--- src/rtl/aes_kexp_pkg.sv ---
// ============================================================================
// Module      : aes_kexp_pkg
// Description : Shared types, constants and GF(2^8) helpers for the AES-128
//               key-expansion controller.
// Config      : AES_KEXP_SHARED_SBOX_EN (selects the shared-sbox subWord)
// Revision    : 1.0 - initial release
// ============================================================================
`default_nettype none

package aes_kexp_pkg;

  localparam int         AES_KEY_W         = 128;
  localparam int         AES_WORD_W        = 32;
  localparam int         AES128_MAX_ROUNDS = 10;
  localparam logic [7:0] RCON_INIT         = 8'h01;

  typedef enum logic [1:0] {
    ST_IDLE    = 2'd0,
    ST_PRESENT = 2'd1,
    ST_EXPAND  = 2'd2
  } kexp_state_t;

  // Multiply by x in GF(2^8) with the AES polynomial; also the rcon step.
  function automatic logic [7:0] xtime(input logic [7:0] x);
    return {x[6:0], 1'b0} ^ (x[7] ? 8'h1b : 8'h00);
  endfunction

  // Rotate a word left by one byte: {b0,b1,b2,b3} -> {b1,b2,b3,b0}.
  function automatic logic [AES_WORD_W-1:0] rot_word(input logic [AES_WORD_W-1:0] w);
    return {w[23:0], w[31:24]};
  endfunction

  function automatic logic [7:0] gf_mul(input logic [7:0] a, input logic [7:0] b);
    logic [7:0] p;
    logic [7:0] t;
    p = 8'h00;
    t = a;
    for (int i = 0; i < 8; i++) begin
      if (b[i]) p = p ^ t;
      t = xtime(t);
    end
    return p;
  endfunction

  // Algebraic sbox: multiplicative inverse (x^254, zero maps to zero)
  // followed by the AES affine transform.
  function automatic logic [7:0] sbox_fn(input logic [7:0] x);
    logic [7:0] sq;
    logic [7:0] inv;
    sq  = x;
    inv = 8'h01;
    for (int i = 1; i < 8; i++) begin
      sq  = gf_mul(sq, sq);
      inv = gf_mul(inv, sq);
    end
    return inv ^ {inv[6:0], inv[7]} ^ {inv[5:0], inv[7:6]} ^
           {inv[4:0], inv[7:5]} ^ {inv[3:0], inv[7:4]} ^ 8'h63;
  endfunction

endpackage

`default_nettype wire

--- src/rtl/aes_kexp_sub_seq.sv ---
// ============================================================================
// Module      : aes_kexp_sub_seq
// Description : subWord sequencer behind a start/done interface. Baseline is
//               four parallel sboxes (done in the start cycle); with
//               AES_KEXP_SHARED_SBOX_EN one sbox walks the bytes MSB first
//               over four cycles and done is raised on the fourth.
// Config      : AES_KEXP_SHARED_SBOX_EN
// Revision    : 1.0 - initial release
// ============================================================================
`default_nettype none

module aes_kexp_sub_seq
  import aes_kexp_pkg::*;
(
`ifdef AES_KEXP_SHARED_SBOX_EN
  input  logic                  clk,
  input  logic                  rst,      // asynchronous, active low
`endif
  input  logic                  i_start,  // held high until o_done
  input  logic [AES_WORD_W-1:0] i_word,   // must stay stable while i_start
  output logic                  o_done,
  output logic [AES_WORD_W-1:0] o_word
);

`ifdef AES_KEXP_SHARED_SBOX_EN
  logic [1:0]  r_k;
  logic [23:0] r_tmp;
  logic [7:0]  w_sel;
  logic [7:0]  w_sub;

  // Select byte k of the input word, most significant first.
  always_comb begin
    w_sel = i_word[31:24];
    case (r_k)
      2'd0:    w_sel = i_word[31:24];
      2'd1:    w_sel = i_word[23:16];
      2'd2:    w_sel = i_word[15:8];
      default: w_sel = i_word[7:0];
    endcase
  end

  aes_sbox u_sbox (
    .i_byte(w_sel),
    .o_byte(w_sub)
  );

  // Capture the upper three bytes; the last byte goes straight to o_word.
  always_ff @(posedge clk or negedge rst) begin
    if (!rst) begin
      r_k   <= 2'd0;
      r_tmp <= 24'h0;
    end else if (i_start) begin
      r_k <= r_k + 2'd1;
      case (r_k)
        2'd0:    r_tmp[23:16] <= w_sub;
        2'd1:    r_tmp[15:8]  <= w_sub;
        2'd2:    r_tmp[7:0]   <= w_sub;
        default: r_tmp        <= r_tmp;
      endcase
    end
  end

  assign o_done = i_start && (r_k == 2'd3);
  assign o_word = {r_tmp, w_sub};
`else
  aes_subword u_subword (
    .i_word(i_word),
    .o_word(o_word)
  );

  assign o_done = i_start;
`endif

endmodule

`default_nettype wire

--- src/rtl/aes_sbox.sv ---
// ============================================================================
// Module      : aes_sbox / aes_subword
// Description : Combinational AES sbox and the 4-byte subWord built from it.
// Config      : none
// Revision    : 1.0 - initial release
// ============================================================================
`default_nettype none

module aes_sbox
  import aes_kexp_pkg::*;
(
  input  logic [7:0] i_byte,
  output logic [7:0] o_byte
);

  assign o_byte = sbox_fn(i_byte);

endmodule

module aes_subword
  import aes_kexp_pkg::*;
(
  input  logic [AES_WORD_W-1:0] i_word,
  output logic [AES_WORD_W-1:0] o_word
);

  for (genvar g = 0; g < 4; g++) begin : g_byte
    aes_sbox u_sbox (
      .i_byte(i_word[8*g +: 8]),
      .o_byte(o_word[8*g +: 8])
    );
  end

endmodule

`default_nettype wire

--- src/rtl/aes_key_expand_ctrl.sv ---
// ============================================================================
// Module      : aes_key_expand_ctrl
// Description : Sequential AES-128 key expansion. Emits round keys
//               0..NUM_ROUNDS over a valid/ready stream, expanding one word
//               per cycle in place between handshakes.
// Config      : AES_KEXP_SHARED_SBOX_EN (single time-multiplexed sbox)
// Revision    : 1.0 - initial release
// ============================================================================
`default_nettype none

module aes_key_expand_ctrl
  import aes_kexp_pkg::*;
#(
  parameter int NUM_ROUNDS = 10
) (
  input  logic                 clk,
  input  logic                 rst,        // asynchronous, active low
  input  logic [AES_KEY_W-1:0] key_in,
  input  logic                 key_valid,
  output logic                 key_ready,
  output logic [AES_KEY_W-1:0] rk_out,
  output logic [3:0]           rk_round,
  output logic                 rk_valid,
  input  logic                 rk_ready,
  output logic                 busy
);

  // Out-of-range parameters are clamped to the legal 1..10 window.
  localparam int c_LAST_INT = (NUM_ROUNDS > AES128_MAX_ROUNDS) ? AES128_MAX_ROUNDS :
                              (NUM_ROUNDS < 1) ? 1 : NUM_ROUNDS;
  localparam logic [3:0] c_LAST_ROUND = 4'(c_LAST_INT);

  kexp_state_t          r_state, w_state_nxt;
  logic [AES_KEY_W-1:0] r_rk, w_rk_nxt;
  logic [3:0]           r_round, w_round_nxt;
  logic                 r_valid, w_valid_nxt;
  logic [7:0]           r_rcon, w_rcon_nxt;
  logic [1:0]           r_j, w_j_nxt;
  logic                 w_sub_start;
  logic                 w_sub_done;
  logic [AES_WORD_W-1:0] w_sub_word;
  logic [AES_WORD_W-1:0] w_rot;

  assign w_rot = rot_word(r_rk[31:0]);

  aes_kexp_sub_seq u_sub_seq (
`ifdef AES_KEXP_SHARED_SBOX_EN
    .clk    (clk),
    .rst    (rst),
`endif
    .i_start(w_sub_start),
    .i_word (w_rot),
    .o_done (w_sub_done),
    .o_word (w_sub_word)
  );

  // State register.
  always_ff @(posedge clk or negedge rst) begin
    if (!rst) r_state <= ST_IDLE;
    else      r_state <= w_state_nxt;
  end

  // Round-key, round index, valid, rcon and word-counter registers.
  always_ff @(posedge clk or negedge rst) begin
    if (!rst) begin
      r_rk    <= '0;
      r_round <= 4'd0;
      r_valid <= 1'b0;
      r_rcon  <= RCON_INIT;
      r_j     <= 2'd0;
    end else begin
      r_rk    <= w_rk_nxt;
      r_round <= w_round_nxt;
      r_valid <= w_valid_nxt;
      r_rcon  <= w_rcon_nxt;
      r_j     <= w_j_nxt;
    end
  end

  // Next-state and datapath update; w0 waits on the subWord sequencer,
  // w1..w3 each take one cycle and chain off the freshly written word.
  always_comb begin
    w_state_nxt = r_state;
    w_rk_nxt    = r_rk;
    w_round_nxt = r_round;
    w_valid_nxt = r_valid;
    w_rcon_nxt  = r_rcon;
    w_j_nxt     = r_j;
    w_sub_start = 1'b0;
    key_ready   = (r_state == ST_IDLE);
    busy        = (r_state != ST_IDLE);

    case (r_state)
      ST_IDLE: begin
        if (key_valid) begin
          w_rk_nxt    = key_in;
          w_round_nxt = 4'd0;
          w_rcon_nxt  = RCON_INIT;
          w_valid_nxt = 1'b1;
          w_state_nxt = ST_PRESENT;
        end
      end
      ST_PRESENT: begin
        if (rk_ready) begin
          w_valid_nxt = 1'b0;
          if (r_round == c_LAST_ROUND) begin
            w_state_nxt = ST_IDLE;
          end else begin
            w_j_nxt     = 2'd0;
            w_state_nxt = ST_EXPAND;
          end
        end
      end
      ST_EXPAND: begin
        case (r_j)
          2'd0: begin
            w_sub_start = 1'b1;
            if (w_sub_done) begin
              w_rk_nxt[127:96] = r_rk[127:96] ^ w_sub_word ^ {r_rcon, 24'h0};
              w_j_nxt          = 2'd1;
            end
          end
          2'd1: begin
            w_rk_nxt[95:64] = r_rk[95:64] ^ r_rk[127:96];
            w_j_nxt         = 2'd2;
          end
          2'd2: begin
            w_rk_nxt[63:32] = r_rk[63:32] ^ r_rk[95:64];
            w_j_nxt         = 2'd3;
          end
          default: begin
            w_rk_nxt[31:0] = r_rk[31:0] ^ r_rk[63:32];
            w_j_nxt        = 2'd0;
            w_round_nxt    = r_round + 4'd1;
            w_rcon_nxt     = xtime(r_rcon);
            w_valid_nxt    = 1'b1;
            w_state_nxt    = ST_PRESENT;
          end
        endcase
      end
      default: begin
        w_state_nxt = ST_IDLE;
        w_valid_nxt = 1'b0;
      end
    endcase
  end

  assign rk_out   = r_rk;
  assign rk_round = r_round;
  assign rk_valid = r_valid;

endmodule

`default_nettype wire
--- config.mk ---
export PLATFORM = sky130hd
export DESIGN_NAME = aes_key_expand_ctrl
export DESIGN_NICKNAME = d
export VERILOG_FILES = /design/src/rtl/aes_kexp_pkg.sv /design/src/rtl/aes_kexp_sub_seq.sv /design/src/rtl/aes_sbox.sv /design/src/rtl/aes_key_expand_ctrl.sv
export SDC_FILE = /design/constraint.sdc
export NUM_CORES = 2
export LEC_CHECK = 0
export CORE_MARGIN = 10
export CORE_UTILIZATION = 32
export DETAILED_ROUTE_END_ITERATION = 10
export GPL_ROUTABILITY_DRIVEN = 0
export GPL_TIMING_DRIVEN = 0
export PLACE_DENSITY_LB_ADDON = 0.08
export SYNTH_ARGS = -nofsm -noshare
export SYNTH_HDL_FRONTEND = slang
export SYNTH_SLANG_ARGS = --single-unit
--- constraint.sdc ---
create_clock -name clk -period 15.9 [get_ports clk]
set_input_delay 2.385 -clock clk [delete_from_list [all_inputs] [get_ports clk]]
set_output_delay 2.385 -clock clk [all_outputs]
set_load 0.02 [all_outputs]
==> flow_summary.ini <==
[synthesis]
synth-edff-count = 0
async_flop_share_pct = 100
ys_seq_area_share_pct = 5.85
synth_top_area_cell = xnor2_1
ys_warn_count = 0
synthesis.nets = 8664
synth_top_area_share_pct = 24.2
syn_inst = 8507
netlist_area_mm2 = 0.0620
syn_avg_cell_area_um2 = 7.29
synth-seq-cells = 145
synth.top_cells.by_area = xnor2_1 (24%), xnor3_1 (8.0%), nor2_1 (7.7%)
synth_cell_types = 112
synth-main-ff-cell = dfrtp_1

[place]
hpwl_um = 205000
port_buffers = 266

[setup_path]
required_ns = 16.26
worstPathMaxFanout = 10
start_kind = flip-flop
crit_path_frequent_cell = xnor2_2
cp_slowest_cell = xor3_2
endpoint_kind = flip-flop
max_stage_delay_ns = 0.60
cp_num_buf_inv = 13
critical_path_class = reg -> reg
arrival_ns = 15.63
cp_top_family = XOR/XNOR gates

[route]
drc = 0
wl_per_cell_um = 22.9
ant_nets = 0
drt_iter0_markers = 5194
routed_wirelength_um = 264000
via_per_inst = 5.49
vias = 63519
drt-pass1-iter-count = 8

[cells_and_area]
final_nets = 9172
drive_gt1_share_pct = 14.0
postLayoutCoreUtil_pct = 39.0
syn_to_final_growth_pct = 21.1

[die]
core_area_mm2 = 0.193
die_w_um = 460
io_pins = 267
start_util_pct = 32.2
dieHeight_um = 460
die_area_mm2 = 0.212
row_count = 161

[run]
drv_cap = 0

[status]
status = complete, no violations

[clocking]
root_buffer = clkbuf_16
cts_buffers = 17
clk-insertion-delay-late_ns = 0.53
cts_sinks = 145
holdBufCountCts = 0
clkTransAtPathRegs_ns = 0.08
clockBufferDepth = 2
cts_htree_levels = 4
cts_tree = done

[sta]
final.period_utilization_pct = 96.0
hold_viol_final = 0
finalSetupViolCount = 0
clock_skew_ns = 0.0310
period_needed_ns = 15.27
worstMarginPinSlew_ns = 1.46
fmax_ghz = 0.0655
slew_headroom_pct = 2.99
report.final.slew_viol_count = 0

[hold_path]
hp-class = reg -> reg

[global_route]
grt_overflow = 0
track_usage_pct = 23.6
grt_first_pass_wirelength_um = 393000
antenna_found_initial = 11
grt_pass1_vias = 60254
grt_max_degree = 94
==> registers in the layout (all words and copies together) (netlist names) <==
register,count
r_state,2
r_j,2
rk_out,128
r_rcon,8
rk_round,4
rk_valid,1
==> per-layer routing <==
| layer | vias to the layer above | track usage (%) | routed length, um |
|---|---|---|---|
| met5 | - | 0 | 0 |
| met4 | 0 | 10.7 | 13500 |
| met3 | 338 | 1.64 | 12500 |
| met2 | 2133 | 39.0 | 123000 |
| met1 | 30909 | 31.3 | 115000 |
| li1 | 30139 | - | - |
==> path summary, 6_finish.rpt <==
path | start | cells after the start | slack, ns | end
setup / recovery | rk_out[8]$_DFFE_PN0P_ | 64 | 0.63 | rk_out[119]$_DFFE_PN0P_
hold / removal | r_rcon[0]$_DFFE_PN1P_ | 2 | 0.50 | r_rcon[0]$_DFFE_PN1P_
setup reg to reg | rk_out[8]$_DFFE_PN0P_ | 64 | 0.63 | rk_out[119]$_DFFE_PN0P_
hold reg to reg | r_rcon[0]$_DFFE_PN1P_ | 2 | 0.50 | r_rcon[0]$_DFFE_PN1P_
max in group asynchronous | rst | 2 | 13.13 | rk_out[88]$_DFFE_PN0P_
min in group asynchronous | rst | 1 | 1.76 | rk_out[44]$_DFFE_PN0P_
==> tightest hold or removal path, stage by stage, from the launching register on <==
cell and delay [ns]:
dfstp_2 0.39, inv_1 0.05, a21oi_1 0.05
==> what timing repair did <==
item,CTS,global route
gates resized for setup,394,458
buffers inserted,74,155
endpoints found under the setup margin,32,32
pin swaps,57,104
==> final cells by class <==
class	instances	area [um^2]
fill	20175	117000
multi-input combinational	7664	60000
timing repair buffer	496	4560
sequential	145	3630
tap	2526	3160
buffer	577	2730
clock buffer	19	443
inverter	114	437
clock inverter	13	143
antenna	6	15.0
==> cells in the final DEF (no fill, tap or decap), types with 25 or more instances in the layout <==
master and instances:
dfrtp_1 142, xnor3_2 37, nor2_1 1254, a31oi_1 72
clkbuf_1 279, a22oi_1 130, o21a_1 33, xor2_2 71
nand2b_1 66, and3_1 49, xor2_1 419, mux2i_1 189
nor3b_1 40, o211ai_1 54, o221ai_1 25, o21ai_0 530
clkdlybuf4s50_1 265, xnor2_1 1464, a211oi_1 77, a21oi_1 498
inv_1 94, xor2_4 49, buf_4 246, clkbuf_2 84
o22ai_1 119, and2_1 47, o21ai_1 42, buf_2 121
xnor2_4 115, nand3_1 186, nor3_1 163, xnor2_2 264
nor2b_1 57, or3_1 37, xnor3_1 193, clkbuf_4 42
nand2_1 791, mux2_2 31, xor3_1 31
==> logic make-up after synthesis <==
kind of cell	share of synthesized area (%)
compound gates	19.2
xor+xnor	46.1
fa+ha+maj	0.537
buf+inv	4.67
flops	5.85
mux	3.86
simple gates	19.8
==> synthesized netlist by cell type (66+ instances only) <==
master       n
a211oi_1    79
a21oi_1    509
a22oi_1    130
a31oi_1     72
buf_2      134
clkbuf_1   392
dfrtp_1    144
inv_1       95
mux2i_1    191
nand2_1    795
nand2b_1    66
nand3_1    186
nor2_1    1271
nor3_1     172
o21ai_0    539
o22ai_1    119
xnor2_1   1715
xnor2_2    109
xnor3_1    220
xor2_1     499
==> per-stage QoR <==
step	cells	setup TNS, ns	setup slack, ns	instance area, um^2	hold WS [ns]
2_1_floorplan	8507	0	1.19	62000	0.462
3_3_place_gp	11299	-107.67	-4.41	67900	0.477
3_5_place_dp	11300	-107.28	-4.36	67900	0.484
4_1_cts	11403	-0.140	-0.0497	71500	0.500
5_1_grt	11558	-0.477	-0.0752	75100	0.531
6_report	11560	0	0.630	75100	0.500
Power is not shown: default switching activity piles up to over one toggle a cycle in this logic, so the estimate is an artifact.
